**config.mk**
```make
export PLATFORM = sky130hd
export DESIGN_NAME = usb_uart_bridge
export DESIGN_NICKNAME = d
export VERILOG_FILES = /design/src/rtl/usb_uart_bridge_pkg.sv /design/src/rtl/bridge_fifo.sv /design/src/rtl/usb_uart_bridge.sv
export SDC_FILE = /design/constraint.sdc
export NUM_CORES = 1
export LEC_CHECK = 0
export BUFFER_PORTS_ARGS = -buffer_cell sky130_fd_sc_hd__buf_4
export CORE_MARGIN = 2
export CORE_UTILIZATION = 61
export DETAILED_ROUTE_END_ITERATION = 8
export PLACE_DENSITY_LB_ADDON = 0.15
export SETUP_SLACK_MARGIN = 0.1
export SLEW_MARGIN = 20
export SYNTH_ARGS = -nofsm -noshare
export SYNTH_HDL_FRONTEND = slang
export SYNTH_SLANG_ARGS = --single-unit
```
**constraint.sdc**
```tcl
create_clock -name clk_48mhz -period 3.54 [get_ports clk_48mhz]
set_input_delay 0.354 -clock clk_48mhz [delete_from_list [all_inputs] [get_ports clk_48mhz]]
set_output_delay 0.354 -clock clk_48mhz [all_outputs]
set_load 0.05 [all_outputs]
```
**src/rtl/usb_uart_bridge_pkg.sv**
```systemverilog
// Shared state encodings and defaults for the usb_serial <-> 8N1 UART bridge.
package usb_uart_bridge_pkg;

  typedef enum logic [1:0] {TX_IDLE, TX_START, TX_DATA, TX_STOP} tx_state_e;
  typedef enum logic [1:0] {RX_IDLE, RX_START, RX_DATA, RX_STOP} rx_state_e;

  // 48 MHz / 417 is within 0.1% of 115200 baud.
  localparam int unsigned BAUD_DIV_115200 = 417;

endpackage

```
**src/rtl/bridge_fifo.sv**
```systemverilog
// Show-ahead synchronous FIFO; a push while full is accepted when a pop happens on the same edge.
module bridge_fifo #(
  parameter int WIDTH = 8,
  parameter int LOG2  = 4
) (
  input  logic             clk_48mhz,
  input  logic             reset,
  input  logic             push,
  input  logic [WIDTH-1:0] din,
  input  logic             pop,
  output logic             full,
  output logic             empty,
  output logic [WIDTH-1:0] dout
);

  logic [LOG2:0]      wr_ptr, rd_ptr;
  logic [WIDTH-1:0]   mem [0:(1<<LOG2)-1];
  logic               do_pop, do_push;

  assign empty   = (wr_ptr == rd_ptr);
  assign full    = (wr_ptr[LOG2] != rd_ptr[LOG2]) && (wr_ptr[LOG2-1:0] == rd_ptr[LOG2-1:0]);
  assign do_pop  = pop & ~empty;
  assign do_push = push & (~full | do_pop);
  assign dout    = mem[rd_ptr[LOG2-1:0]];

  always_ff @(posedge clk_48mhz) begin
    if (reset) begin
      wr_ptr <= '0;
      rd_ptr <= '0;
    end else begin
      if (do_push) wr_ptr <= wr_ptr + (LOG2+1)'(1);
      if (do_pop)  rd_ptr <= rd_ptr + (LOG2+1)'(1);
    end
  end

  always_ff @(posedge clk_48mhz) begin
    if (do_push) mem[wr_ptr[LOG2-1:0]] <= din;
  end

endmodule

```
**src/rtl/usb_uart_bridge.sv**
```systemverilog
// Full-duplex usb_serial byte interface <-> 8N1 UART bridge with per-direction FIFOs,
// a power-up quiet period and an internal loopback path.
module usb_uart_bridge
  import usb_uart_bridge_pkg::*;
#(
  parameter int BAUD_DIV     = BAUD_DIV_115200,
  parameter int FIFO_LOG2    = 4,
  parameter int STARTUP_LOG2 = 20
) (
  input  logic       clk_48mhz,
  input  logic       reset,
  input  logic       loopback,
  input  logic       host_rx_valid,
  input  logic [7:0] host_rx_data,
  output logic       host_rx_ack,
  input  logic       host_tx_ready,
  output logic [7:0] host_tx_data,
  output logic       host_tx_strobe,
  input  logic       uart_rxd,
  output logic       uart_txd,
  output logic       active,
  output logic       rx_overflow,
  output logic       rx_frame_err
);

  localparam int CW = $clog2(BAUD_DIV);
  localparam logic [CW-1:0] BAUD_LAST = CW'(BAUD_DIV - 1);
  localparam logic [CW-1:0] HALF_LAST = CW'(BAUD_DIV / 2 - 1);

  // ---------------- startup quiet period ----------------
  logic [STARTUP_LOG2-1:0] quiet_cnt;

  always_ff @(posedge clk_48mhz) begin
    if (reset) begin
      quiet_cnt <= '0;
      active    <= 1'b0;
    end else if (!active) begin
      quiet_cnt <= quiet_cnt + STARTUP_LOG2'(1);
      if (&quiet_cnt) active <= 1'b1;
    end
  end

  // ---------------- FIFOs ----------------
  logic       tx_push, tx_pop, tx_full, tx_empty;
  logic [7:0] tx_dout;
  logic       rx_push, rx_pop, rx_full, rx_empty;
  logic [7:0] rx_dout, rx_shift;

  bridge_fifo #(.WIDTH(8), .LOG2(FIFO_LOG2)) u_tx_fifo (
    .clk_48mhz(clk_48mhz), .reset(reset), .push(tx_push), .din(host_rx_data),
    .pop(tx_pop), .full(tx_full), .empty(tx_empty), .dout(tx_dout));

  bridge_fifo #(.WIDTH(8), .LOG2(FIFO_LOG2)) u_rx_fifo (
    .clk_48mhz(clk_48mhz), .reset(reset), .push(rx_push), .din(rx_shift),
    .pop(rx_pop), .full(rx_full), .empty(rx_empty), .dout(rx_dout));

  // ---------------- host handshakes ----------------
  // Gating on the previous pulse forces an idle cycle between acks/strobes.
  assign tx_push = active & host_rx_valid & ~tx_full & ~host_rx_ack;
  assign rx_pop  = active & host_tx_ready & ~rx_empty & ~host_tx_strobe;

  always_ff @(posedge clk_48mhz) begin
    if (reset) begin
      host_rx_ack    <= 1'b0;
      host_tx_strobe <= 1'b0;
      host_tx_data   <= '0;
    end else begin
      host_rx_ack    <= tx_push;
      host_tx_strobe <= rx_pop;
      if (rx_pop) host_tx_data <= rx_dout;
    end
  end

  // ---------------- TX serializer ----------------
  tx_state_e   tx_state, tx_state_nx;
  logic [CW-1:0] tx_cnt;
  logic [2:0]  tx_idx;
  logic [7:0]  tx_shift;
  logic        tx_tick, tx_bit;

  assign tx_tick = (tx_cnt == BAUD_LAST);

  always_comb begin
    tx_state_nx = tx_state;
    tx_pop      = 1'b0;
    tx_bit      = 1'b1;
    case (tx_state)
      TX_IDLE: if (active && !tx_empty) begin
        tx_pop      = 1'b1;
        tx_state_nx = TX_START;
      end
      TX_START: begin
        tx_bit = 1'b0;
        if (tx_tick) tx_state_nx = TX_DATA;
      end
      TX_DATA: begin
        tx_bit = tx_shift[0];
        if (tx_tick && tx_idx == 3'd7) tx_state_nx = TX_STOP;
      end
      TX_STOP: if (tx_tick) begin
        // Chain straight into the next frame so queued bytes go out with no idle gap.
        if (!tx_empty) begin
          tx_pop      = 1'b1;
          tx_state_nx = TX_START;
        end else begin
          tx_state_nx = TX_IDLE;
        end
      end
      default: tx_state_nx = TX_IDLE;
    endcase
  end

  always_ff @(posedge clk_48mhz) begin
    if (reset) begin
      tx_state <= TX_IDLE;
      tx_cnt   <= '0;
      tx_idx   <= '0;
      tx_shift <= '0;
    end else begin
      tx_state <= tx_state_nx;
      tx_cnt   <= (tx_state == TX_IDLE || tx_tick) ? '0 : tx_cnt + CW'(1);
      if (tx_pop) tx_shift <= tx_dout;
      if (tx_state == TX_DATA && tx_tick) begin
        tx_shift <= {1'b0, tx_shift[7:1]};
        tx_idx   <= tx_idx + 3'd1;
      end
    end
  end

  // ---------------- RX deserializer ----------------
  rx_state_e   rx_state, rx_state_nx;
  logic [CW-1:0] rx_cnt;
  logic [2:0]  rx_idx;
  logic        loopback_q, rx_src, rx_sync1, rx_sync2, rx_prev;
  logic        rx_tick, rx_half, rx_stop_sample;

  assign rx_src         = loopback_q ? tx_bit : uart_rxd;
  assign uart_txd       = loopback_q ? 1'b1 : tx_bit;
  assign rx_tick        = (rx_cnt == BAUD_LAST);
  assign rx_half        = (rx_cnt == HALF_LAST);
  assign rx_stop_sample = (rx_state == RX_STOP) && rx_tick;
  assign rx_push        = rx_stop_sample & rx_sync2;

  always_comb begin
    rx_state_nx = rx_state;
    case (rx_state)
      RX_IDLE:  if (active && !rx_sync2 && rx_prev) rx_state_nx = RX_START;
      RX_START: if (rx_half) rx_state_nx = rx_sync2 ? RX_IDLE : RX_DATA;
      RX_DATA:  if (rx_tick && rx_idx == 3'd7) rx_state_nx = RX_STOP;
      RX_STOP:  if (rx_tick) rx_state_nx = RX_IDLE;
      default:  rx_state_nx = RX_IDLE;
    endcase
  end

  always_ff @(posedge clk_48mhz) begin
    if (reset) begin
      rx_state     <= RX_IDLE;
      rx_cnt       <= '0;
      rx_idx       <= '0;
      rx_shift     <= '0;
      rx_sync1     <= 1'b1;
      rx_sync2     <= 1'b1;
      rx_prev      <= 1'b1;
      loopback_q   <= 1'b0;
      rx_overflow  <= 1'b0;
      rx_frame_err <= 1'b0;
    end else begin
      rx_sync1 <= rx_src;
      rx_sync2 <= rx_sync1;
      rx_prev  <= rx_sync2;
      rx_state <= rx_state_nx;
      // Restarting at the half-bit check puts every later sample at mid-bit.
      rx_cnt   <= (rx_state == RX_IDLE || (rx_state == RX_START && rx_half) || rx_tick)
                  ? '0 : rx_cnt + CW'(1);
      if (rx_state == RX_DATA && rx_tick) begin
        rx_shift <= {rx_sync2, rx_shift[7:1]};
        rx_idx   <= rx_idx + 3'd1;
      end
      if (rx_stop_sample && rx_sync2 && rx_full && !rx_pop) rx_overflow  <= 1'b1;
      if (rx_stop_sample && !rx_sync2)                      rx_frame_err <= 1'b1;
      if (tx_state == TX_IDLE && rx_state == RX_IDLE) loopback_q <= loopback;
    end
  end

endmodule

```
# After elaboration in Yosys (flattened, before gate mapping)
# Memories as Yosys holds them, arrays and structs flattened. A register that Yosys moved wholly into a read port is not among the register bits.
# Cells that the tools add are included.
[totals]
register_bits = 93
latchBits = 0
ram_bits = 256
rom_bits = 0
input_bits = 14
output_inout_bits = 14
elab_cells = 138
mem_count = 2
[mem_list]
columns = ["name", "depth", "width", "rd", "rd_ports_with_merged_regs", "wr", "line_no", "text"]
rows = [
  ["u_rx_fifo.mem", 16, 8, 1, 1, 1, "bridge_fifo.sv:17", "logic [WIDTH-1:0] mem [0:(1<<LOG2)-1];"],
  ["u_tx_fifo.mem", 16, 8, 1, 1, 1, "bridge_fifo.sv:17", ""],
]
[classes]
add_sub_neg = 9
n_mul = 0
n_div = 0
order_cmp = 0
eq_ne = 25
shift = 0
mux = 29
bitwise = 19
reduce_logical = 31
[ops]
columns = ["operator", "n"]
rows = [
  ["adder 20 x 1 -> 20 bit, second input constant", 1],
  ["adder 5 x 1 -> 5 bit, second input constant", 4],
  ["AND reduction 20 bit", 1],
  ["adder 9 x 1 -> 9 bit, second input constant", 2],
  ["== test 9 bit, second input constant", 2],
  ["two-way mux 2 bit", 9],
  ["logical AND 1 bit", 16],
  ["inequality test 2 bit, second input constant", 8],
  ["case mux 2 bit (4 select lines)", 2],
  ["two-way mux 7 bit", 2],
  ["two-way mux 1 bit", 12],
  ["bitwise AND 1 bit", 11],
  ["== test 5 bit", 2],
  ["== test 9 x 8 -> 1 bit, second input constant", 1],
  ["== test 2 bit, second input constant", 4],
  ["== test 4 bit", 2],
  ["two-way mux 4 bit", 2],
  ["AND reduction 4 bit", 2],
  ["adder 3 x 1 -> 3 bit, second input constant", 2],
  ["== test 3 bit, second input constant", 2],
  ["NOT 1 bit", 6],
  ["OR reduction 2 bit", 3],
  ["== test 2 x 1 -> 1 bit, second input constant", 2],
  ["zero test 2 bit", 2],
  ["other kinds (6)", 13],
]

# Logic depth before layout (Yosys ltp)
# Gate-level depths: netlist of run 1.
[depth]
word_depth = 10
ltp_mapped = 8

# Modules after synthesis
# From an unflattened synthesis of run 1, not the netlist that was laid out.
[unflattened]
hier_cells = 936
area_unflattened_um2 = 15067.0
[by_module_without_submodules]
columns = ["module", "n_inst", "cells_each", "area_each_um2", "seq_area_each_um2"]
rows = [
  ["bridge_fifo (u_rx_fifo)", 1, 265, 5736.8, 4124.0],
  ["bridge_fifo (u_tx_fifo)", 1, 263, 5711.7, 4124.0],
  ["usb_uart_bridge", 1, 408, 3618.5, 1621.6],
]

# Least setup slack after synthesis of run 1
# OpenSTA, ideal clock, no wires.
[synth_path]
path_type = "flip-flop to flip-flop"
startpoint = "register active"
endpoint = "memory u_tx_fifo.mem[2][0], enable pin"
setup_time_ps = 383
t_arrival_ps = 2264
required_ps = 3157
setup_slack_ps = 893
stages_incl_launch_ff = 6
period_less_slack_ps = 2647
path_cell_list = "dfxtp_1 -> clkbuf_1 -> nand2_1 -> a211oi_2 -> nand2_1 -> nor3_1"
[synth_between]
elab_chain_len = 8
word_cells_on_any_way = 11
classes_between = "mux (4); bitwise (6); reduce/logical (1)"
[synth_lines]
columns = ["item", "line_no", "text"]
rows = [
  ["start, declared", "usb_uart_bridge.sv:21", "output logic active,"],
  ["start signal, assigned", "usb_uart_bridge.sv:36", "active <= 1'b0;"],
  ["start signal, assigned", "usb_uart_bridge.sv:39", "if (&quiet_cnt) active <= 1'b1;"],
  ["logical AND 1 bit", "usb_uart_bridge.sv:88", "TX_IDLE: if (active && !tx_empty) begin"],
  ["two-way mux 1 bit", "usb_uart_bridge.sv:88", ""],
  ["case mux 1 bit (2 select lines)", "usb_uart_bridge.sv:87", "case (tx_state)"],
  ["bitwise AND 1 bit", "bridge_fifo.sv:22", "assign do_pop = pop & ~empty;"],
  ["OR 1 bit", "bridge_fifo.sv:23", "assign do_push = push & (~full | do_pop);"],
  ["bitwise AND 1 bit (*)", "bridge_fifo.sv:23", ""],
  ["two-way mux 1 bit (*)", "bridge_fifo.sv:37", "if (do_push) mem[wr_ptr[LOG2-1:0]] <= din;"],
  ["two-way mux 1 bit (not written as such) (*)", "bridge_fifo.sv:37", ""],
  ["end, declared", "bridge_fifo.sv:17", ""],
]
# Every way passes the cells marked *; elsewhere a longest branch is shown, timed or not.

# Worst setup path in the final report of run 1
[layout_path]
startpoint = "register rx_cnt[4]"
endpoint = "memory u_rx_fifo.mem[6][2], enable pin"
[layout_between]
elab_chain_len = 6
[layout_lines]
columns = ["item", "line_no", "text"]
rows = [
  ["start, declared", "usb_uart_bridge.sv:132", "logic [CW-1:0] rx_cnt;"],
  ["start signal, assigned", "usb_uart_bridge.sv:173", "rx_cnt <= (rx_state == RX_IDLE || (rx_state == RX_START && rx_half) || rx_tick)"],
  ["== test 9 bit", "usb_uart_bridge.sv:139", "assign rx_tick = (rx_cnt == BAUD_LAST);"],
  ["logical AND 1 bit", "usb_uart_bridge.sv:141", "assign rx_stop_sample = (rx_state == RX_STOP) && rx_tick;"],
  ["bitwise AND 1 bit", "usb_uart_bridge.sv:142", "assign rx_push = rx_stop_sample & rx_sync2;"],
  ["bitwise AND 1 bit", "bridge_fifo.sv:23", ""],
  ["two-way mux 1 bit", "bridge_fifo.sv:37", ""],
  ["two-way mux 1 bit (not written as such)", "bridge_fifo.sv:37", ""],
  ["end, declared", "bridge_fifo.sv:17", ""],
]
# No other way between the ends.

==> impl_metrics.yaml, run 1 <==
yosys:
  synth_top_area_frac: 0.531
  synth.most_common_cell: "edfxtp_1"
  syn_inst: 951
  synthTopCellsByArea: "edfxtp_1 (53%), dfxtp_1 (15%), mux4_2 (10%)"
  ys.flop_type: "edfxtp_1"
  seq_area_frac_synth: 0.677
  synth_warnings: 0
  syn_area_per_cell_um2: 15.2
  synth-edff-count: 256
  yosysTopAreaCell: "edfxtp_1"
  ys_types: 58
  synth_area_mm2: 0.0145
  async_flop_share: 0
  synth-seq-cells: 361
  synth_common_cells: "edfxtp_1 (256), dfxtp_1 (105), nor2_1 (89), mux4_2 (64), nand2_1 (58)"
  syn-num-nets: 989
setup_path:
  cp.required_ns: 3.71
  crit_type: "reg2reg"
  end_kind: "register"
  r2r_end: "u_rx_fifo.mem[6][2]"
  critical_path_arrival_ns: 2.90
  r2r-start: "rx_cnt[4]"
  reg2reg_depth: 4
  start_kind: "register"
  r2r_slack_ns: 0.81
  cp_max_fo: 17
floorplan:
  die_h_um: 158
  die_w_um: 158
  dieArea_mm2: 0.0250
  row_count: 56
  start_util: 0.618
  ioPinCount: 28
  core_area_mm2: 0.0234
global_route:
  grtUsageTotal: 0.247
  gr-total-overflow: 0
  grt_first_pass_wirelength_mm: 46.2
  antenna_found_initial: 0
  grt_pass1_vias: 7932
  grt_max_degree: 39
detailed_routing:
  routedWlPerCell_um: 22.1
  wirelength_mm: 29.4
  drt_iter0_markers: 917
  route.detailed.drc: 0
  avgViaCountPerCell: 6.13
  ant_nets: 0
  vias: 8151
  first_pass_iters: 5
timing:
  max_slew_margin: 0.316
  worstMarginPinSlew_ns: 1.02
  fin_tns_setup_ns: 0
  timing.hold.ws_ns: 0.115
  post-route-period-util: 0.770
  rsz0062_at_grt: "no"
  setup_viol: 0
  hold_viol: 0
  worst_slack_ns: 0.813
  finalCriticalPeriod_ns: 2.73
  final-max-slew-violation-count: 0
  clock.fmax_ghz: 0.367
  skew_ns: 0.0208
cts:
  clk_latency_ns: 0.51
  hold_buffers: 0
  ctsResizeCount: 0
  cts_root_buf: "clkbuf_16"
  cts_max_level: 2
  post-cts-setup-buffers: 0
  clock-sinks: 361
  cts_tree: "built"
  clk_pin_slew_ns: 0.06
  numCtsBuffers: 37
  clk_path_buf_depth: 3
power_and_ir_drop:
  power.density_mw_per_mm2: 515
  ir_drop_mv: 0.449
  p_leak_nw: 5.36
job:
  drv_cap: 0
hold_path:
  hold_depth: 3
  min_from: "loopback"
  hold_class: "in2reg"
  hold_end: "loopback_q"
final_layout:
  layout-drive-gt1-share: 0.168
  fillers: 1584
  final_nets: 1023
  stdcell_count: 1330
  antennaDiodeCount: 0
  syn_to_final_growth_pct: 11.7
outcome:
  outcome: "completed"
placed_design:
  place_ws_ns: 0.857
  gp_congestion: 0.845
  dp_cells: 1265
  port_buffers: 27
  dp_hpwl_mm: 18.9
-- area by class of cell --
class	instances	area, um^2	share of cell area
clock inverters	15	128	0.00790
clock buffers	50	1060	0.0654
inverters	25	93.8	0.00581
multi-input cells	520	4390	0.272
repair buffers	40	300	0.0186
flip-flops and latches	361	9790	0.606
well taps	319	399	0.0247
-- power breakdown --
| part | leakage, nW | internal (mW) | switching, mW |
|---|---|---|---|
| logic | 1.59 | 0.0155 | 0.0453 |
| clock network | 0.578 | 2.24 | 1.52 |
| registers | 3.18 | 4.49 | 0.00400 |
| total | 5.36 | 6.75 | 1.57 |
-- metal layers --
metal / GRT usage / up-vias / part of all wire / wire length [um]
li1: - / 3688 / - / -
met1: 0.381 / 4060 / 0.45 / 13100
met3: 0.0528 / 53 / 0.085 / 2500
met2: 0.365 / 350 / 0.45 / 13200
met5: 0 / - / 0 / 0
met4: 0.0613 / 0 / 0.020 / 599
-- cell families (layout without fill, tap and decap cells) --
group / count (synthesis) / after routing / synth area share
DFF: 361 / 361 / 0.677
AOI/OAI and AO/OA: 104 / 104 / 0.0510
adders and majority gates: 24 / 24 / 0.0208
and+or+nand+nor: 262 / 262 / 0.0900
muxes: 81 / 81 / 0.111
xor gates and xnor gates: 49 / 49 / 0.0297
buffers and inverters: 70 / 130 / 0.0206
-- placed cells by master, fill, tap and decap left out, types with 12 or more instances in the layout --
master     netlist  final
a21oi_1         23     23
a22oi_1         12     12
and3_1          19     19
buf_4            3     40
clkbuf_16        0     39
dfxtp_1        105    103
edfxtp_1       256    256
ha_1            24     24
inv_1           25     25
mux2i_1         16     16
mux4_2          64     64
nand2_1         58     58
nand3_1         24     24
nand4_1         12     12
nor2_1          89     89
o21ai_0         13     13
or3_1           14     14
xnor2_1         19     19
xor2_1          30     30
-- state kept, by name, indices dropped and copies added, names as in the netlist, 2 cells and up, named ones only --
signal            count
tx_idx                3
u_rx_fifo.mem       128
rx_cnt                9
host_tx_data          8
u_rx_fifo.wr_ptr      5
quiet_cnt            20
rx_shift              8
u_tx_fifo.wr_ptr      5
rx_idx                3
u_tx_fifo.mem       128
tx_shift              8
u_rx_fifo.rd_ptr      5
u_tx_fifo.rd_ptr      5
tx_state              2
tx_cnt                9
-- per-stage QoR --
stage | power (mW) | util | area (um^2)
final | 8.32 | 0.691 | 16200
after detailed placement | 4.65 | 0.640 | 15000
after global placement | 4.65 | 0.640 | 15000
after floorplan | 4.61 | - | 14500
after global routing | 8.54 | 0.691 | 16200
after CTS | 8.38 | 0.691 | 16200
-- worst max path at each step --
stage / startpoint / end / slack, ns
finish: rx_cnt[4] / u_rx_fifo.mem[6][2] / 0.81
CTS: rx_cnt[4] / u_rx_fifo.mem[10][5] / 0.84
detailed placement: rx_cnt[4] / u_rx_fifo.mem[10][1] / 0.86
global placement: rx_cnt[4] / u_rx_fifo.mem[9][2] / 0.81
global route: u_tx_fifo.wr_ptr[3] / u_tx_fifo.mem[14][0] / 0.60
floorplan: active / u_tx_fifo.mem[2][0] / 0.89
-- critical path, cell delays in order (launching register included) --
cell,delay [ns]
dfxtp_1,0.37
or4b_4,0.61
nor3_4,0.21
o2111a_1,0.69
and3_1,0.52
No activity file was read; power rests on OpenSTA's default activity.
==> run 2: changes to the inputs <==
--- a/config.mk
+++ b/config.mk
@@ -5,6 +5,7 @@
 export SDC_FILE = /design/constraint.sdc
 export NUM_CORES = 1
 export LEC_CHECK = 0
+export ABC_AREA = 1
 export BUFFER_PORTS_ARGS = -buffer_cell sky130_fd_sc_hd__buf_4
 export CORE_MARGIN = 2
 export CORE_UTILIZATION = 61
==> constraint.sdc (replaced) <==
create_clock -name clk_48mhz -period 2.7 [get_ports clk_48mhz]
set_input_delay 0.27 -clock clk_48mhz [delete_from_list [all_inputs] [get_ports clk_48mhz]]
set_output_delay 0.27 -clock clk_48mhz [all_outputs]
set_load 0.05 [all_outputs]
==> run 2 against run 1 <==
- largest power group unchanged
- critical path depth rose by 7
- flip-flop and latch count is the same
- sequential share of layout area fell by 3.2 points
- via count increased by 31%
- wire length increased by 18%
- critical path type unchanged
- final cell count grew 39%
- global-route usage increased by 2.8 points
- core utilization is 1.5 points higher
==> impl_metrics.yaml, run 2 <==
job:
  drv_cap: 0
yosys:
  yosysTopAreaCell: "edfxtp_1"
  syn_inst: 1441
  synth_warnings: 0
  synth-seq-cells: 361
  synth_top_area_frac: 0.513
  synth.most_common_cell: "nor2_1"
  ys.flop_type: "edfxtp_1"
  synth-edff-count: 256
  async_flop_share: 0
  syn_area_per_cell_um2: 10.4
  synth_area_mm2: 0.0150
  seq_area_frac_synth: 0.654
  synthTopCellsByArea: "edfxtp_1 (51%), dfxtp_1 (14%), nor2_1 (6.5%)"
  syn-num-nets: 1479
  synth_common_cells: "nor2_1 (259), edfxtp_1 (256), nand2_1 (208), o21ai_0 (116), dfxtp_1 (105)"
  ys_types: 39
detailed_routing:
  ant_nets: 0
  avgViaCountPerCell: 5.77
  drt_iter0_markers: 1308
  wirelength_mm: 34.6
  vias: 10600
  routedWlPerCell_um: 18.8
  route.detailed.drc: 0
  first_pass_iters: 5
setup_path:
  end_kind: "register"
  r2r-start: "rx_cnt[0]"
  r2r_end: "u_rx_fifo.mem[1][4]"
  cp.required_ns: 2.94
  start_kind: "register"
  critical_path_arrival_ns: 2.59
  reg2reg_depth: 11
  crit_type: "reg2reg"
  r2r_slack_ns: 0.35
  cp_max_fo: 9
floorplan:
  start_util: 0.619
  dieArea_mm2: 0.0258
  core_area_mm2: 0.0242
  die_h_um: 161
  ioPinCount: 28
  die_w_um: 161
  row_count: 57
power_and_ir_drop:
  p_sw_frac: 0.195
  seqPwrFrac: 0.499
  p_clk_frac: 0.476
  ir_drop_mv: 0.628
  p_leak_nw: 6.22
  switchingPower_mw: 2.32
  power.density_mw_per_mm2: 697
  power.internal_mw: 9.57
  power_frac_comb: 0.025
global_route:
  grt_pass1_vias: 10300
  top_usage_layer: "met2"
  grtUsageTotal: 0.275
  grt_max_degree: 47
  use_met3: 0.0473
  met2_usage: 0.471
  gr-total-overflow: 0
  antenna_found_initial: 0
  grt_first_pass_wirelength_mm: 55.2
  met1_usage: 0.358
timing:
  rsz0062_at_grt: "no"
  clock.fmax_ghz: 0.425
  finalCriticalPeriod_ns: 2.35
  setup_viol: 0
  worst_slack_ns: 0.348
  worstMarginPinSlew_ns: 0.990
  fin_tns_setup_ns: 0
  skew_ns: 0.0220
  post-route-period-util: 0.871
  final-max-slew-violation-count: 0
  hold_viol: 0
  max_slew_margin: 0.339
final_layout:
  layout-drive-gt1-share: 0.107
  finalInstanceArea_mm2: 0.0171
  most-common-layout-cells: "nor2_1 (259), edfxtp_1 (256), nand2_1 (208)"
  post-route-util: 0.706
  antennaDiodeCount: 0
  stdcell_count: 1843
  syn_to_final_growth_pct: 13.9
  final_nets: 1528
  mostFrequentLayoutCell: "nor2_1"
outcome:
  outcome: "completed"
cts:
  hold_buffers: 1
  clk_latency_ns: 0.53
  post-cts-setup-buffers: 0
  clk_pin_slew_ns: 0.06
  clock-sinks: 361
  cts_tree: "built"
  cts_root_buf: "clkbuf_16"
  clk_path_buf_depth: 3
  cts_max_level: 2
  ctsResizeCount: 0
  numCtsBuffers: 37
hold_path:
  hold_end: "loopback_q"
  hold_class: "in2reg"
  hold_depth: 3
  min_from: "loopback"
placed_design:
  placed_area_mm2: 0.0157
  place_ws_ns: 0.350
  port_buffers: 27
  dp_cells: 1774
  dp_hpwl_mm: 22.1
  gp_congestion: 0.867
[run 2: worst max-delay path by stage]
stage                     startpoint                    to  depth (start not counted)
after global placement     rx_cnt[0]   u_rx_fifo.mem[4][7]                         12
after CTS                  rx_cnt[0]   u_rx_fifo.mem[1][4]                         11
after detailed placement   rx_cnt[0]   u_rx_fifo.mem[1][4]                         11
final                      rx_cnt[0]   u_rx_fifo.mem[1][4]                         11
after global routing       rx_cnt[0]   u_rx_fifo.mem[1][4]                         11
after floorplan               active  u_rx_fifo.mem[12][0]                          8
[run 2: final cells by class]
type,instances,area [um^2]
sequential,361,9790
clock inverter,20,305
tap,324,405
inverter,83,312
timing repair buffer,76,598
clock buffer,48,1070
multi-input combinational,931,4580
fill,1724,7120
[run 2: through the flow]
step                      hold slack [ns]  power (mW)
final                              0.0580        11.9
after global routing               0.0604        12.2
after CTS                          0.0455        11.9
after detailed placement            0.398        6.35
after global placement              0.401        6.34
after floorplan                     0.369        6.24
[run 2: critical path, cell delays in order, from the launching register on]
cell	delay, ns
dfxtp_1	0.34
inv_1	0.07
ha_1	0.14
nand2_1	0.05
nor3_1	0.25
nand2_2	0.16
inv_2	0.07
nand3_2	0.06
nor2_2	0.13
nand2_2	0.18
nor3_1	0.41
buf_4	0.24
[run 2: logic make-up (layout without fill, tap and decap cells)]
logic type	Yosys count	count (layout)	share of synthesized area
and+or+nand+nor	623	623	0.175
adders and majority gates	24	24	0.0201
DFF	361	361	0.654
buffers and inverters	149	227	0.0408
AOI/OAI and AO/OA	259	259	0.0957
xor gates and xnor gates	25	25	0.0146
[run 2: power by group through the flow]
stage	registers (mW)	logic [mW]	clock network, mW
finish	5.93	0.298	5.66
global route	5.93	0.337	5.93
CTS	5.93	0.297	5.71
detailed placement	6.05	0.293	0
global placement	6.05	0.286	0
floorplan	6.05	0.189	0
[run 2: per-layer routing]
layer  wire [um]  up-vias
met5           0        -
met4         970        0
met3        2430       67
met2       17200      411
met1       14000     5056
li1            -     5105
==> run 3: changes to the inputs <==
--- a/config.mk
+++ b/config.mk
@@ -10,6 +10,7 @@
 export CORE_MARGIN = 2
 export CORE_UTILIZATION = 61
 export DETAILED_ROUTE_END_ITERATION = 8
+export GPL_TIMING_DRIVEN = 0
 export PLACE_DENSITY_LB_ADDON = 0.15
 export SETUP_SLACK_MARGIN = 0.1
 export SLEW_MARGIN = 20
==> run 3 against run 2 <==
- wire length grew 0.99%
- critical path depth fell by 3
- sequential share of layout area grew 0.32 points
- critical endpoint is now u_rx_fifo.mem[14][4]
- power down 6.6%
- sequential power about the same
- via count increased by 1.5%
- fmax shrank 6.2%
- global-route usage shrank 0.40 points
==> impl_metrics.yaml, run 3 (synthesis gave the netlist of run 2 again) <==
outcome:
  outcome: "completed"
setup_path:
  cp_cell_sequence: "buf_2 -> inv_2 -> nor3_2 -> inv_1 -> nand4_1 -> nand2_2 -> buf_6 -> nor3_4"
  critical_path_arrival_ns: 2.65
  crit_buf_inv: 4
  cp.required_ns: 2.84
  crit_cells: 8
  crit_slowest_cell: "nor3_4"
  end_kind: "register"
  r2r_end: "u_rx_fifo.mem[14][4]"
  start_kind: "register"
  cp_max_fo: 10
  crit_end: "u_rx_fifo.mem[14][4]"
  crit_type: "reg2reg"
  r2r-start: "active"
  reg2reg_depth: 8
  r2r_slack_ns: 0.19
  critPathTopFamily: "simple AND/OR/NAND/NOR gates"
  startpoint: "active"
  critical_path.max_stage_delay_ns: 0.45
detailed_routing:
  wirelength_mm: 35.0
  avgViaCountPerCell: 5.80
  first_pass_iters: 5
  vias: 10800
  routedWlPerCell_um: 18.8
  route.detailed.drc: 0
  ant_nets: 0
  drt_iter0_markers: 1255
final_layout:
  layout-drive-gt1-share: 0.103
  finalInstanceArea_mm2: 0.0170
  syn_to_final_growth_pct: 13.3
  post-route-util: 0.701
  fillers: 1783
  most-common-layout-cells: "nor2_1 (257), edfxtp_1 (256), nand2_1 (208)"
  mostFrequentLayoutCell: "nor2_1"
  final_nets: 1551
  antennaDiodeCount: 0
cts:
  clk_pin_slew_ns: 0.06
  clock-sinks: 361
  clk_latency_ns: 0.51
  clk_path_buf_depth: 3
  cts_tree: "built"
  cts_max_level: 2
  numCtsBuffers: 37
  cts_root_buf: "clkbuf_16"
floorplan:
  row_count: 57
  ioPinCount: 28
  core_area_mm2: 0.0242
  die_w_um: 161
  start_util: 0.619
  dieArea_mm2: 0.0258
  die_h_um: 161
job:
  drv_cap: 0
global_route:
  grt_first_pass_wirelength_mm: 54.6
  grt_max_degree: 19
  grt_pass1_vias: 10400
  grtUsageTotal: 0.271
  antenna_found_initial: 0
  gr-total-overflow: 0
power_and_ir_drop:
  power_mw: 11.1
  ir_drop_mv: 0.634
  power.density_mw_per_mm2: 655
  p_leak_nw: 6.21
timing:
  skew_ns: 0.0120
  final-max-slew-violation-count: 0
  fin_tns_setup_ns: 0
  clock.fmax_ghz: 0.399
  rsz0062_at_grt: "yes"
  hold_viol: 0
  worstMarginPinSlew_ns: 0.967
  max_slew_margin: 0.353
  setup_viol: 0
  post-route-period-util: 0.929
  finalCriticalPeriod_ns: 2.51
hold_path:
  hold_class: "in2reg"
placed_design:
  gp_congestion: 0.926
  placed_area_mm2: 0.0157
  port_buffers: 27
  dp_hpwl_mm: 23.1
[run 3: worst min-delay path by stage]
stage                    start                  end  slack (ns)  depth (start not counted)
3_5_place_dp          rx_sync1             rx_sync2        0.42                          1
3_3_place_gp          rx_sync1             rx_sync2        0.40                          1
6_report              loopback           loopback_q        0.06                          3
5_1_grt               loopback           loopback_q        0.08                          3
4_1_cts               loopback           loopback_q        0.04                          3
2_1_floorplan  host_rx_data[0]  u_tx_fifo.mem[0][0]        0.37                          0
[run 3: stage by stage]
step | hold WS, ns | instances | worst slack (ns)
3_3_place_gp | 0.402 | 1792 | -0.414
3_5_place_dp | 0.419 | 1793 | -0.323
4_1_cts | 0.0433 | 1859 | -0.0468
5_1_grt | 0.0779 | 1863 | 0.0501
6_report | 0.0581 | 1863 | 0.193
2_1_floorplan | 0.369 | 1441 | 0.149
[run 3: timing repair]
item / CTS / global route
buffers inserted: 0 / 4
hold buffers: 1 / 0
gates cloned: 0 / 0
pin swaps: 0 / 3
endpoints found under the hold margin: 1 / 0
gates resized for setup: 3 / 11
setup endpoints to repair: 80 / 110
[run 3: layer usage]
metal / share of wire / track usage / vias up
met2: 0.48 / 0.452 / 396
li1: - / - / 5150
met1: 0.41 / 0.359 / 5172
met5: 0 / 0 / -
met3: 0.073 / 0.0447 / 82
met4: 0.032 / 0.106 / 0
[run 3: area by class of cell]
class / count / area [um^2] / area share
clock inverter: 8 / 68.8 / 0.00406
multi-input combinational: 931 / 4720 / 0.278
timing repair buffer: 33 / 275 / 0.0162
tap: 324 / 405 / 0.0239
inverter: 83 / 312 / 0.0184
sequential: 361 / 9790 / 0.577
clock buffer: 57 / 1090 / 0.0644
buffer: 66 / 299 / 0.0176
[run 3: worst reg2reg max path, cell delays in order, from the launching register on]
cell     delay, ns
dfxtp_1       0.32
buf_2         0.24
inv_2         0.12
nor3_2        0.30
inv_1         0.08
nand4_1       0.22
nand2_2       0.18
buf_6         0.22
nor3_4        0.45
[run 3: where the power goes]
group | total, mW | switching, mW | internal (mW)
registers | 5.93 | 0.0194 | 5.91
logic | 0.303 | 0.210 | 0.0923
clock network | 4.87 | 1.99 | 2.88
